### config.mk
export PLATFORM = sky130hd
export DESIGN_NAME = nn_move_selector
export DESIGN_NICKNAME = d
export VERILOG_FILES = /design/src/rtl/ttt_nn_pkg.sv /design/src/rtl/nn_score_cmp.sv /design/src/rtl/nn_move_selector.sv
export SDC_FILE = /design/constraint.sdc
export NUM_CORES = 1
export LEC_CHECK = 0
export BUFFER_PORTS_ARGS = -buffer_cell sky130_fd_sc_hd__buf_4
export CAP_MARGIN = 10
export CELL_PAD_IN_SITES_DETAIL_PLACEMENT = 1
export CELL_PAD_IN_SITES_GLOBAL_PLACEMENT = 2
export CORE_MARGIN = 2
export CORE_UTILIZATION = 31
export CTS_CLUSTER_DIAMETER = 30
export DETAILED_ROUTE_END_ITERATION = 10
export PLACE_DENSITY_LB_ADDON = 0.1
export SLEW_MARGIN = 30
export SYNTH_ARGS = -nofsm -noshare
export SYNTH_HDL_FRONTEND = slang
export SYNTH_HIERARCHICAL = 1
export SYNTH_SLANG_ARGS = --single-unit
### constraint.sdc
create_clock -name Clk -period 4.2 [get_ports Clk]
set_input_delay 0.84 -clock Clk [delete_from_list [all_inputs] [get_ports Clk]]
set_output_delay 0.84 -clock Clk [all_outputs]
set_load 0.01 [all_outputs]
### src/rtl/ttt_nn_pkg.sv
// Shared constants, state encoding and flit helpers for the NN move path.
// Reused by the router-side flit producer and the ttt encoder.
package ttt_nn_pkg;

  localparam int CELLS   = 9;
  localparam int SCORE_W = 7;
  localparam int FLIT_W  = CELLS * SCORE_W;
  localparam int IDX_W   = 4;

  localparam logic signed [SCORE_W-1:0] MIN_SCORE = -7'sd64;

  typedef enum logic [1:0] {
    IDLE = 2'd0,
    SCAN = 2'd1,
    DONE = 2'd2
  } state_t;

  // Cell i lives at bits [7i+6:7i]; out-of-range indices read as zero.
  function automatic logic signed [SCORE_W-1:0] score_slice(
    input logic [FLIT_W-1:0] flit,
    input logic [IDX_W-1:0]  idx
  );
    score_slice = '0;
    for (int i = 0; i < CELLS; i++) begin
      if (idx == IDX_W'(i)) score_slice = flit[i*SCORE_W +: SCORE_W];
    end
  endfunction

endpackage

### src/rtl/nn_score_cmp.sv
// Decides whether a candidate cell replaces the current best: empty cell and
// either nothing found yet or a signed score >= best (ties go to later cells).
module nn_score_cmp
  import ttt_nn_pkg::*;
(
  input  logic signed [SCORE_W-1:0] cand,
  input  logic signed [SCORE_W-1:0] best,
  input  logic                      occupied,
  input  logic                      found,
  output logic                      take
);

  assign take = !occupied && (!found || (cand >= best));

endmodule

### src/rtl/nn_move_selector.sv
// Receives a 9-cell score flit, masks occupied cells and scans one cell per
// cycle for the best empty cell, then offers it over a valid/ready handshake.
module nn_move_selector
  import ttt_nn_pkg::*;
(
  input  logic                      Clk,
  input  logic                      reset,
  input  logic                      flit_valid,
  output logic                      flit_ready,
  input  logic [FLIT_W-1:0]         flit_data,
  input  logic [CELLS-1:0]          board_occ,
  output logic                      move_valid,
  input  logic                      move_ready,
  output logic [IDX_W-1:0]          move_idx,
  output logic signed [SCORE_W-1:0] move_score,
  output logic                      no_move,
  output logic                      busy
);

  state_t                    state;
  logic [FLIT_W-1:0]         flit_q;
  logic [CELLS-1:0]          occ_q;
  logic [IDX_W-1:0]          idx;
  logic signed [SCORE_W-1:0] best;
  logic [IDX_W-1:0]          best_idx;
  logic                      found;

  logic signed [SCORE_W-1:0] cand;
  logic                      cand_occ;
  logic                      take;

  assign cand     = score_slice(flit_q, idx);
  assign cand_occ = occ_q[idx];

  nn_score_cmp u_cmp (
    .cand     (cand),
    .best     (best),
    .occupied (cand_occ),
    .found    (found),
    .take     (take)
  );

  // DONE spends its first cycle registering the result, so move_valid rises
  // ten edges after the accepting edge and then holds until move_ready.
  always_ff @(posedge Clk) begin
    if (reset) begin
      state      <= IDLE;
      flit_ready <= 1'b1;
      move_valid <= 1'b0;
      move_idx   <= '0;
      move_score <= '0;
      no_move    <= 1'b0;
      busy       <= 1'b0;
      flit_q     <= '0;
      occ_q      <= '0;
      idx        <= '0;
      best       <= MIN_SCORE;
      best_idx   <= '0;
      found      <= 1'b0;
    end else begin
      case (state)
        IDLE: begin
          if (flit_valid && flit_ready) begin
            flit_q     <= flit_data;
            occ_q      <= board_occ;
            idx        <= '0;
            found      <= 1'b0;
            best       <= MIN_SCORE;
            flit_ready <= 1'b0;
            busy       <= 1'b1;
            state      <= SCAN;
          end
        end
        SCAN: begin
          if (take) begin
            best     <= cand;
            best_idx <= idx;
            found    <= 1'b1;
          end
          if (idx == IDX_W'(CELLS - 1)) begin
            state <= DONE;
          end else begin
            idx <= idx + 1'b1;
          end
        end
        DONE: begin
          if (!move_valid) begin
            move_valid <= 1'b1;
            move_idx   <= found ? best_idx : '0;
            move_score <= found ? best : '0;
            no_move    <= !found;
          end else if (move_ready) begin
            move_valid <= 1'b0;
            flit_ready <= 1'b1;
            busy       <= 1'b0;
            state      <= IDLE;
          end
        end
        default: begin
          state      <= IDLE;
          flit_ready <= 1'b1;
          busy       <= 1'b0;
          move_valid <= 1'b0;
        end
      endcase
    end
  end

endmodule

==> run summary <==
status -> finished clean
1st-iter DRT viols -> 276
row cnt -> 46
die width -> 130 um
RSZ-0062 raised after global routing -> false
Hold Path Sink -> move_idx[1]$_SDFFE_PP0P_
htree depth -> 3
Root Buffer -> clkbuf_16
final worst setup slack -> 427 ps
area occupied by multi-input gates -> 0.00257 mm^2
max-slew violations -> 0
Mapped Cells -> 658
worst slew pin tran -> 657 ps
Critical Path Fanout Max -> 19
post-route ant nets -> 0
path type of the worst setup path -> flop to flop
Setup TNS -> 0 ps
hold_sp -> move_idx[1]$_SDFFE_PP0P_
Setup crit end kind -> flop
Distinct cells, synth -> 50
fin crit share -> 89.8%
min-delay worst type -> flop to flop
clock buffer depth -> 2
startpoint types -> flop
Initial Utilization -> 31.5%
CP required -> 4440 ps
DIE HEIGHT -> 130 um
# setup viols final -> 0
Post-Syn Nets -> 745
VDD IR-drop max -> 0.000224 V
Synthesis Warnings -> 6
asr flop ratio synth -> 0%
number of remaining DRC errors -> 0
crit-path max cell delay -> 430 ps
Cell Pwr Density -> 367 mW/mm^2
Vias/cell -> 4.96
Synth Flop Type -> dfxtp_1
reg2reg end -> best[6]$_SDFFE_PP1P_
core area -> 0.0157 mm^2
RD Place Congestion -> 0.886
placed cell count -> 926
Inserted Diodes -> 0
Die ar. -> 0.0170 mm^2
mean post-synth cell area -> 7.51 um^2
pin count of the biggest net entering global routing -> 58
Post-CTS Hold Buffers -> 0
Routed wire per std cell -> 17.2 um
initial antenna violation count -> 0
Clock Sinks -> 105
GRT Residual Overflow -> 0
Ports -> 91
worst path arrival time -> 4010 ps
share of the core filled with cells -> 39.0%
Reg2Reg Depth -> 16
DRT Pass-1 Iters -> 4
met2 Usage GRT -> 31.2%
Reg2Reg Launch Point -> idx[1]$_SDFFE_PP0P_
Placement Setup Slack -> 9.21 ps
leakage power -> 0.00229 uW
vias post-DR -> 4671
EDFF count, synth -> 0
Total GRT Usage -> 19.8%
vias in the first global route -> 4768
minimum clock period after layout -> 3770 ps
slowest stage cell, crit path -> dfxtp_2
CTS tree -> built
post-synthesis sequential area ratio -> 42.5%
CTS Buf Count -> 9
Power Total -> 2250 uW
met3 usage -> 2.50%
MaxCap Viol Count -> 0
fill count -> 1910
first-pass GRT wire length -> 25.9 mm
Worst Hold Path Cells -> 2
fin cells -> 942
R2R setup slack -> 430 ps
Skew-Pair Late Insertion Delay -> 350 ps
register area -> 0.00210 mm^2
final hold violations -> 0
grt met1 use -> 28.3%
Synth Register Bits -> 105
Max Freq -> 265 MHz
share of cells above drive strength 1 -> 19.7%
critical-path cell list -> inv_1 > ha_2 > buf_4 > a21oi_1 > o2bb2ai_1 > nor4_2 > nor2_1 > ha_1 > nand4_1 > o2111ai_1 > nor3_1 > a311oi_2 > nand3b_2 > or2_2 > a31oi_1 > a2bb2oi_1
GR peak layer -> met2
Max transition margin -> 56.1%
drt total wl -> 16.2 mm
clock skew -> 5.17 ps
fin nets -> 808
IO Port Bufs -> 90
Syn-to-layout area delta -> 23.9%
post-DP HPWL -> 12.0 mm
Reg clk slew, reported paths -> 70 ps
post-synthesis instance area -> 0.00494 mm^2
==> critical path: cells and delay by family, from the launching register on <==
kind	cells	cell delay, ps
buffers and inverters	2	350
and+or+nand+nor	6	1220
AOI/OAI and AO/OA	6	1070
adders and majority gates	2	580
DFF	1	430
==> cell usage in the layout (no fill, tap or decap), types with 4 or more instances in the layout <==
cell,instances
a31oi_1,4
dfxtp_1,103
nor2_1,26
a21oi_1,113
o32ai_1,6
a211oi_1,6
mux2i_1,4
nand3b_1,16
buf_4,104
o22ai_1,5
clkbuf_16,9
nand3_1,17
a221oi_1,8
nand2b_1,5
nand2_1,188
nor2b_1,7
o21bai_1,4
ha_1,8
inv_1,27
o21ai_0,5
==> metal layers <==
metal  routed length [um]  share of wire (%)
met5                    0                  0
met4                  242                1.5
met2                 7030                 43
met3                  470                2.9
met1                 8460                 52
==> through the flow <==
step	hold WS (ps)	instance area [um^2]
after floorplan	431	4940
after global placement	441	5790
after detailed placement	444	5790
after CTS	455	6090
after global routing	474	6130
final	456	6130
==> worst max path at each step <==
stage                   startpoint                   end  slack, ps  depth (start not counted)
2_1_floorplan  idx[0]$_SDFFE_PP0P_  best[6]$_SDFFE_PP1P_        660                         18
3_3_place_gp   idx[0]$_SDFFE_PP0P_  best[6]$_SDFFE_PP1P_        190                         16
3_5_place_dp   idx[0]$_SDFFE_PP0P_  best[5]$_SDFFE_PP0P_          9                         16
4_1_cts        idx[0]$_SDFFE_PP0P_  best[5]$_SDFFE_PP0P_          8                         16
5_1_grt        idx[0]$_SDFFE_PP0P_  best[5]$_SDFFE_PP0P_         50                         15
6_report       idx[1]$_SDFFE_PP0P_  best[6]$_SDFFE_PP1P_        430                         16
==> report_power, final <==
| group | total (uW) | internal, uW | leakage [uW] | switching (uW) |
|---|---|---|---|---|
| Sequential | 1100 | 1050 | 0.000858 | 48.4 |
| Clock | 822 | 423 | 0.000133 | 400 |
| Combinational | 329 | 143 | 0.00130 | 186 |
==> cell type report <==
cell class | count | share of cell area [%]
Multi-Input combinational cell | 473 | 42.0
Sequential cell | 105 | 34.3
Timing Repair Buffer | 105 | 13.1
Tap cell | 216 | 4.41
Clock buffer | 11 | 3.96
Inverter | 27 | 1.65
Clock inverter | 5 | 0.612
==> flip-flops by register name, indices dropped and copies added, names as in the netlist <==
name,cells
best_idx,4
move_idx,4
move_valid,1
best,7
idx,4
busy,1
no_move,1
flit_q,63
move_score,7
found,1
state,2
flit_ready,1
occ_q,9
==> cell usage after synthesis (2+ instances only) <==
| master | n | area, um^2 |
|---|---|---|
| buf_1 | 2 | 7.51 |
| o2111ai_1 | 2 | 17.5 |
| a21oi_2 | 3 | 26.3 |
| o22ai_1 | 5 | 31.3 |
| o21ai_0 | 6 | 30.0 |
| a21o_1 | 2 | 15.0 |
| a21boi_0 | 3 | 22.5 |
| nor3b_1 | 4 | 30.0 |
| nand2b_1 | 5 | 31.3 |
| nand4_1 | 2 | 12.5 |
| a21oi_1 | 113 | 566 |
| inv_1 | 27 | 101 |
| nor3_1 | 3 | 15.0 |
| buf_2 | 20 | 100 |
| nand3b_1 | 16 | 120 |
| mux2i_1 | 4 | 40.0 |
| a221oi_1 | 9 | 78.8 |
| nand3_1 | 17 | 85.1 |
| nor2b_1 | 7 | 43.8 |
| ha_1 | 11 | 138 |
| a211oi_1 | 6 | 45.0 |
| and3b_1 | 2 | 17.5 |
| clkbuf_1 | 30 | 113 |
| or2_2 | 2 | 12.5 |
| nor4_1 | 3 | 18.8 |
| dfxtp_1 | 105 | 2100 |
| a31oi_1 | 4 | 25.0 |
| nor2_1 | 26 | 97.6 |
| o32ai_1 | 6 | 52.6 |
| o2bb2ai_1 | 3 | 26.3 |
| o21bai_1 | 4 | 30.0 |
| nand2_1 | 188 | 706 |
==> cells by family after synthesis <==
family | count (synthesis) | share of synthesized area, %
compound gates | 173 | 20.9
xor+xnor | 1 | 0.177
mux | 5 | 1.27
simple gates | 283 | 25.7
fa+ha+maj | 11 | 2.78
flops | 105 | 42.5
buf+inv | 80 | 6.73
==> repair_timing <==
item,4_1_cts,5_1_grt
resized for setup,3,9
endpoints found under the setup margin,7,11
setup buffers,0,0
Note: power is estimated with default switching activity, not from simulation.
